File: src/rtl/harvard_pkg.sv
// Constants shared by the Harvard core and the fetch-entry type handed to the control unit.
package harvard_pkg;

    localparam int HV_DATA_W        = 8;
    localparam int HV_ADDR_W        = 8;
    localparam int HV_FETCH_DEPTH   = 4;
    localparam int HV_FETCH_MEM_LAT = 1;
    localparam logic [HV_ADDR_W-1:0] HV_RESET_PC = '0;

    typedef struct packed {
        logic [HV_ADDR_W-1:0] pc;
        logic [HV_DATA_W-1:0] instr;
    } fetch_entry_t;

endpackage

File: src/rtl/fetch_fifo.sv
// Prefetch FIFO: DEPTH entries of {pc, instr} with flush, occupancy count and a registered head.
module fetch_fifo #(
    parameter int DATA_W = 8,
    parameter int ADDR_W = 8,
    parameter int DEPTH  = 4
) (
    input  logic                   clk,
    input  logic                   rst,
    input  logic                   i_flush,
    input  logic                   i_push,
    input  logic [DATA_W-1:0]      i_push_data,
    input  logic [ADDR_W-1:0]      i_push_pc,
    input  logic                   i_pop,
    output logic                   o_valid,
    output logic [DATA_W-1:0]      o_head_data,
    output logic [ADDR_W-1:0]      o_head_pc,
    output logic [$clog2(DEPTH):0] o_count
);

    localparam int PTR_W = $clog2(DEPTH);
    localparam int CNT_W = PTR_W + 1;
    localparam logic [CNT_W-1:0] CNT_ZERO = '0;
    localparam logic [CNT_W-1:0] CNT_ONE  = CNT_W'(1);
    localparam logic [CNT_W-1:0] CNT_FULL = CNT_W'(DEPTH);

    logic [DATA_W-1:0] r_mem_data [DEPTH];
    logic [ADDR_W-1:0] r_mem_pc   [DEPTH];
    logic [PTR_W-1:0]  r_wr_ptr;
    logic [PTR_W-1:0]  r_rd_ptr;
    logic [CNT_W-1:0]  r_count;
    logic [DATA_W-1:0] r_head_data;
    logic [ADDR_W-1:0] r_head_pc;

    logic             w_push;
    logic             w_pop;
    logic             w_load_push;
    logic [PTR_W-1:0] w_rd_ptr_inc;

    assign w_pop        = i_pop && (r_count != CNT_ZERO);
    assign w_push       = i_push && ((r_count != CNT_FULL) || w_pop);
    assign w_rd_ptr_inc = r_rd_ptr + 1'b1;
    // The incoming entry becomes the head directly when nothing older will be left behind.
    assign w_load_push  = w_push && ((r_count == CNT_ZERO) || (w_pop && (r_count == CNT_ONE)));

    always_ff @(posedge clk) begin
        if (w_push && !i_flush) begin
            r_mem_data[r_wr_ptr] <= i_push_data;
            r_mem_pc[r_wr_ptr]   <= i_push_pc;
        end
    end

    always_ff @(posedge clk) begin
        if (rst) begin
            r_wr_ptr    <= '0;
            r_rd_ptr    <= '0;
            r_count     <= '0;
            r_head_data <= '0;
            r_head_pc   <= '0;
        end else if (i_flush) begin
            r_wr_ptr <= '0;
            r_rd_ptr <= '0;
            r_count  <= '0;
        end else begin
            if (w_push) begin
                r_wr_ptr <= r_wr_ptr + 1'b1;
            end
            if (w_pop) begin
                r_rd_ptr <= w_rd_ptr_inc;
            end
            unique case ({w_push, w_pop})
                2'b10:   r_count <= r_count + 1'b1;
                2'b01:   r_count <= r_count - 1'b1;
                default: r_count <= r_count;
            endcase
            if (w_pop && (r_count > CNT_ONE)) begin
                r_head_data <= r_mem_data[w_rd_ptr_inc];
                r_head_pc   <= r_mem_pc[w_rd_ptr_inc];
            end else if (w_load_push) begin
                r_head_data <= i_push_data;
                r_head_pc   <= i_push_pc;
            end
        end
    end

    assign o_valid     = (r_count != CNT_ZERO);
    assign o_head_data = r_head_data;
    assign o_head_pc   = r_head_pc;
    assign o_count     = r_count;

endmodule

File: src/rtl/prog_fetch_unit.sv
// Sequential instruction prefetch from Harvard program memory with redirect flush.
// Define FETCH_STATS_EN to add the squash_cnt output counting entries discarded by redirects.
module prog_fetch_unit
    import harvard_pkg::*;
#(
    parameter int                DATA_W   = HV_DATA_W,
    parameter int                ADDR_W   = HV_ADDR_W,
    parameter int                DEPTH    = HV_FETCH_DEPTH,
    parameter int                MEM_LAT  = HV_FETCH_MEM_LAT,
    parameter logic [ADDR_W-1:0] RESET_PC = ADDR_W'(HV_RESET_PC)
) (
    input  logic                   clk,
    input  logic                   rst,
    input  logic                   redirect_valid,
    input  logic [ADDR_W-1:0]      redirect_pc,
    output logic                   prog_rd_en,
    output logic [ADDR_W-1:0]      addr_program,
    input  logic [DATA_W-1:0]      data_program,
    output logic                   ins_valid,
    output logic [DATA_W-1:0]      ins_data,
    output logic [ADDR_W-1:0]      ins_pc,
    input  logic                   ins_ready,
    output logic [$clog2(DEPTH):0] fifo_count
`ifdef FETCH_STATS_EN
    ,
    output logic [7:0]             squash_cnt
`endif
);

    localparam int CNT_W = $clog2(DEPTH) + 1;
    localparam int SUM_W = CNT_W + 2;

    logic [ADDR_W-1:0]  r_fpc;
    logic [MEM_LAT-1:0] r_stage_vld;
    logic [ADDR_W-1:0]  r_stage_pc [MEM_LAT];

    logic               w_issue;
    logic               w_push;
    logic               w_pop;
    logic [CNT_W-1:0]   w_fifo_count;
    logic [SUM_W-1:0]   w_inflight;
    logic [SUM_W-1:0]   w_occupancy;

    always_comb begin
        w_inflight = '0;
        for (int i = 0; i < MEM_LAT; i++) begin
            w_inflight = w_inflight + SUM_W'(r_stage_vld[i]);
        end
    end

    // Credits count buffered plus outstanding reads; a same-cycle pop is not credited.
    assign w_occupancy  = SUM_W'(w_fifo_count) + w_inflight;
    assign w_issue      = !rst && !redirect_valid && (w_occupancy < SUM_W'(DEPTH));
    assign prog_rd_en   = w_issue;
    assign addr_program = w_issue ? r_fpc : '0;

    assign w_push = r_stage_vld[MEM_LAT-1] && !redirect_valid;
    assign w_pop  = ins_valid && ins_ready;

    always_ff @(posedge clk) begin
        if (rst) begin
            r_fpc <= RESET_PC;
        end else if (redirect_valid) begin
            r_fpc <= redirect_pc;
        end else if (w_issue) begin
            r_fpc <= r_fpc + 1'b1;
        end
    end

    always_ff @(posedge clk) begin
        if (rst || redirect_valid) begin
            r_stage_vld <= '0;
        end else begin
            r_stage_vld[0] <= w_issue;
            for (int i = 1; i < MEM_LAT; i++) begin
                r_stage_vld[i] <= r_stage_vld[i-1];
            end
        end
    end

    always_ff @(posedge clk) begin
        r_stage_pc[0] <= r_fpc;
        for (int i = 1; i < MEM_LAT; i++) begin
            r_stage_pc[i] <= r_stage_pc[i-1];
        end
    end

    fetch_fifo #(
        .DATA_W (DATA_W),
        .ADDR_W (ADDR_W),
        .DEPTH  (DEPTH)
    ) u_fifo (
        .clk         (clk),
        .rst         (rst),
        .i_flush     (redirect_valid),
        .i_push      (w_push),
        .i_push_data (data_program),
        .i_push_pc   (r_stage_pc[MEM_LAT-1]),
        .i_pop       (w_pop),
        .o_valid     (ins_valid),
        .o_head_data (ins_data),
        .o_head_pc   (ins_pc),
        .o_count     (w_fifo_count)
    );

    assign fifo_count = w_fifo_count;

`ifdef FETCH_STATS_EN
    logic [7:0] r_squash_cnt;
    logic [8:0] w_squash_sum;

    // Occupancy already includes the stage returning this cycle.
    assign w_squash_sum = {1'b0, r_squash_cnt} + 9'(w_occupancy);

    always_ff @(posedge clk) begin
        if (rst) begin
            r_squash_cnt <= '0;
        end else if (redirect_valid) begin
            r_squash_cnt <= w_squash_sum[8] ? 8'hFF : w_squash_sum[7:0];
        end
    end

    assign squash_cnt = r_squash_cnt;
`endif

endmodule
File: config.mk
export PLATFORM = sky130hd
export DESIGN_NAME = prog_fetch_unit
export DESIGN_NICKNAME = d
export VERILOG_FILES = /design/src/rtl/harvard_pkg.sv /design/src/rtl/fetch_fifo.sv /design/src/rtl/prog_fetch_unit.sv
export SDC_FILE = /design/constraint.sdc
export NUM_CORES = 1
export LEC_CHECK = 0
export CAP_MARGIN = 20
export CORE_ASPECT_RATIO = 1.25
export CORE_UTILIZATION = 35
export DETAILED_ROUTE_END_ITERATION = 8
export GPL_TIMING_DRIVEN = 0
export PLACE_DENSITY = 0.65
export SETUP_SLACK_MARGIN = 0.05
export SYNTH_ARGS = -nofsm -noshare
export SYNTH_HDL_FRONTEND = slang
export SYNTH_SLANG_ARGS = --single-unit
File: constraint.sdc
create_clock -name clk -period 2.53 [get_ports clk]
set_input_delay 0.506 -clock clk [delete_from_list [all_inputs] [get_ports clk]]
set_output_delay 0.506 -clock clk [all_outputs]
set_load 0.05 [all_outputs]
==> flow_summary_export.csv <==
group,metric,value,unit
layout,fin_nets,406,
timing,slew_headroom,61.3,%
floorplanning,die_height,125,microns
worst_setup_path,reg2reg_from,"u_fifo.o_count[0]",
timing,rsz0062_at_grt,"false",
run_status,status,"finished clean",
worst_setup_path,crit_slowest_cell,"a311o_4",
pwr,switchingPower,0.000839,W
yosys,synth.area.mux_share,9.43,%
worst_setup_path,arrival,1.86,ns
grt,grt_max_degree,18,
timing,holdWs,0.374,ns
clock_tree,postCtsHoldBufs,0,
worst_hold_path,min_path_type,"in2reg",
worst_setup_path,critPathRequiredTime,2.02,ns
worst_setup_path,critPathLaunchType,"primary input",
yosys,yosysUniqueCellTypes,36,
clock_tree,cts_buffer_depth,2,
pwr,switching_share,23.5,%
clock_tree,cts_buffers,9,
worst_setup_path,crit_top_cell,"buf_6",
worst_setup_path,reg2reg_slack,0.32,ns
grt,gr-total-overflow,0,
placement,hpwl,5830,microns
clock_tree,insertion_delay,0.34,ns
route,vias,2727,
timing,post-route-period-util,93.6,%
timing,finalSetupViolCount,0,
worst_setup_path,worstRegToRegCells,4,
yosys,synthSimpleGateAreaFrac,10.8,%
yosys,synth_area_leaders,"edfxtp_1 45%, dfxtp_1 19%, mux4_2 8.5%",
placement,portBuffers,47,
clock_tree,clk_pin_slew,0.06,ns
layout,fin_util,44.7,%
worst_setup_path,path_cells,"buf_2 -> or2_1 -> buf_6 -> a311o_4 -> clkinv_2 -> buf_6 -> and2_2 -> buf_6",
pwr,p_leak,1.79,nW
clock_tree,cts_tree,"done",
grt,grt_pass1_wl,13800,microns
yosys,seq_area_frac_synth,64.1,%
yosys,yosysTopAreaCell,"edfxtp_1",
pwr,power.internal,0.00274,W
yosys,avgSynthCellArea,13.4,sq um
layout,antenna-diode-count,0,
yosys,synth-xor-area-share,1.03,%
yosys,synth_area,4250,sq um
route,routedWlPerCell,16.0,microns
pwr,ir_drop,0.278,mV
timing,tightest_slew,0.580,ns
timing,fmax,422,MHz
worst_setup_path,path_class,"in2out",
yosys,synth_cells,316,
layout,drive_gt1_share,17.8,%
floorplanning,fp.coreArea,11700,sq um
timing,fin_skew,0.00632,ns
route,route.detailed.drc,0,
grt,use_met3,3.13,%
route,drt_first_pass_iters,4,
worst_setup_path,slowest_delay,0.35,ns
route,avgViaCountPerCell,5.02,
clock_tree,cts.sinks,104,
flow_run,cap_violations,0,
worst_setup_path,cp-end-kind,"primary output",
grt,grt_pass1_vias,2706,
yosys,synth_compound_area_share,8.22,%
worst_setup_path,endpoint,"addr_program[3]",
clock_tree,cts_max_level,3,
worst_setup_path,critical_path_peak_fanout,10,
floorplanning,initial_core_util,36.2,%
worst_setup_path,crit_start,"redirect_valid",
route,wirelength,8670,microns
route,ant_nets,0,
timing,fin_crit,2.37,ns
placement,dp.cells,524,
pwr,p_per_area,682,nW/um^2
floorplanning,pin_count,49,
grt,top_usage_layer,"met2",
placement,place.gp.congestion,0.781,
grt,use_met2,23.8,%
floorplanning,rows,44,
layout,area_growth,23.3,%
yosys,yosys_warnings,0,
yosys,syn_nets,345,
yosys,synth-adder-area-share,2.65,%
grt,antenna_found_initial,0,
placement,place_area,4930,sq um
pwr,p_clk_share,38.0,%
floorplanning,dieArea,12600,sq um
layout,fin_area,5240,sq um
timing,slew_violations,0,
timing,hold_viol,0,
yosys,yosysTopAreaCellShare,45.2,%
grt,met1_usage,18.6,%
floorplanning,fp.dieW,101,microns
grt,track_usage,14.4,%
pwr,p_comb_share,9.3,%
yosys,ys_ff_latch,104,
route,drtIter0Drc,126,
pwr,power_frac_seq,52.7,%
yosys,synth_top_family_by_area,"simple AND/OR/NAND/NOR gates",
worst_setup_path,reg2reg_to,"u_fifo.r_mem_data[0][7]",
clock_tree,root_buffer,"clkbuf_16",
layout,layoutNonFillerInstCount,543,
layout,fill_cells,1045,
critical path, delay by kind of cell:
| kind | cells | cell delay [ns] |
|---|---|---|
| and+or+nand+nor | 2 | 0.39 |
| buffers and inverters | 5 | 0.61 |
| AOI/OAI and AO/OA | 1 | 0.35 |
how the worst min path moves through the flow:
stage                   from  cells after the start  slack (ns)             endpoint
CTS                      rst                      2        0.36  u_fifo.o_head_pc[0]
finish                   rst                      2        0.37  u_fifo.o_head_pc[0]
detailed placement  r_fpc[7]                      0        0.38     r_stage_pc[0][7]
global route             rst                      2        0.37  u_fifo.o_head_pc[0]
global placement    r_fpc[7]                      0        0.37     r_stage_pc[0][7]
floorplan           r_fpc[7]                      0        0.36     r_stage_pc[0][7]
what timing repair did:
item	4_1_cts	5_1_grt
hold endpoints to repair	0	0
setup endpoints to repair	10	87
setup buffers	1	2
gates resized for setup	60	8
pin swaps	1	1
routing by layer:
metal	wire length [microns]	up-vias
met1	3800	1354
met2	4390	66
met5	0	-
met4	114	0
li1	-	1297
met3	356	10
Yosys cell counts, drive strengths merged:
cell	count
a32oi	2
a31oi	2
nor3	4
buf	9
a311oi	16
mux4	16
dfxtp	40
or2	1
and3	1
o2bb2ai	1
o21ai	6
nand2b	2
and2	10
nor2	36
inv	12
a21oi	11
clkbuf	10
nand2	20
o21a	1
or3	1
o31ai	1
a311o	1
nand3	24
clkinv	1
mux2i	4
nor2b	2
xor2	2
xnor2	3
ha	9
a211oi	2
a22oi	2
edfxtp	64
layout make-up:
type	count	area [sq um]	share of cell area (%)
Sequential cell	104	2720	52.0
Multi-Input combinational cell	180	1380	26.4
Timing Repair Buffer	50	478	9.12
Clock buffer	9	225	4.30
Tap cell	161	201	3.85
Buffer	19	111	2.13
Clock inverter	7	68.8	1.31
Inverter	13	50.0	0.955
cells by family (layout without fill, tap and decap cells):
kind of cell	Yosys count	count (layout)
flip-flops	104	104
AND/OR/NAND/NOR	101	101
AO/OA/AOI/OAI	45	45
buffers and inverters	32	98
multiplexers	20	20
adder cells (fa/ha/maj)	9	9
XOR/XNOR	5	5
power by group through the flow:
stage | Sequential (W) | Clock, W | Combinational [W]
global route | 0.00189 | 0.00146 | 0.000356
detailed placement | 0.00192 | 0 | 0.000333
finish | 0.00188 | 0.00136 | 0.000333
global placement | 0.00192 | 0 | 0.000327
floorplan | 0.00197 | 0 | 0.000149
CTS | 0.00188 | 0.00138 | 0.000332
flip-flops by register name, indices dropped and copies added (netlist names):
name and count:
r_stage_vld 1, u_fifo.o_count 3, r_stage_pc 8, u_fifo.r_rd_ptr 2
u_fifo.o_head_pc 8, r_fpc 8, u_fifo.o_head_data 8, u_fifo.r_mem_data 32
u_fifo.r_mem_pc 32, u_fifo.r_wr_ptr 2
cell usage in the layout (no fill, tap or decap), drive strengths merged, types with 3 or more instances in the layout:
cell           Yosys  routed
inv               12      14
mux2i              4       4
clkdlybuf4s50      0      36
ha                 9       9
edfxtp            64      64
nor2              36      36
clkinv             1       5
a21oi             11      11
clkbuf            10      20
xnor2              3       3
buf                9      22
o21ai              6       6
mux4              16      16
nor3               4       4
and2              10      10
a311oi            16      16
nand2             20      20
dfxtp             40      40
nand3             24      24
per-stage QoR:
stage / total power, W / setup TNS [ns] / setup slack (ns)
global placement: 0.00224 / -17.58 / -0.976
finish: 0.00357 / 0 / 0.161
detailed placement: 0.00225 / -18.28 / -0.978
global route: 0.00370 / 0 / 0.106
CTS: 0.00360 / 0 / 0.0292
floorplan: 0.00212 / -0.349 / -0.116
No activity file was read; power rests on OpenSTA's default activity.
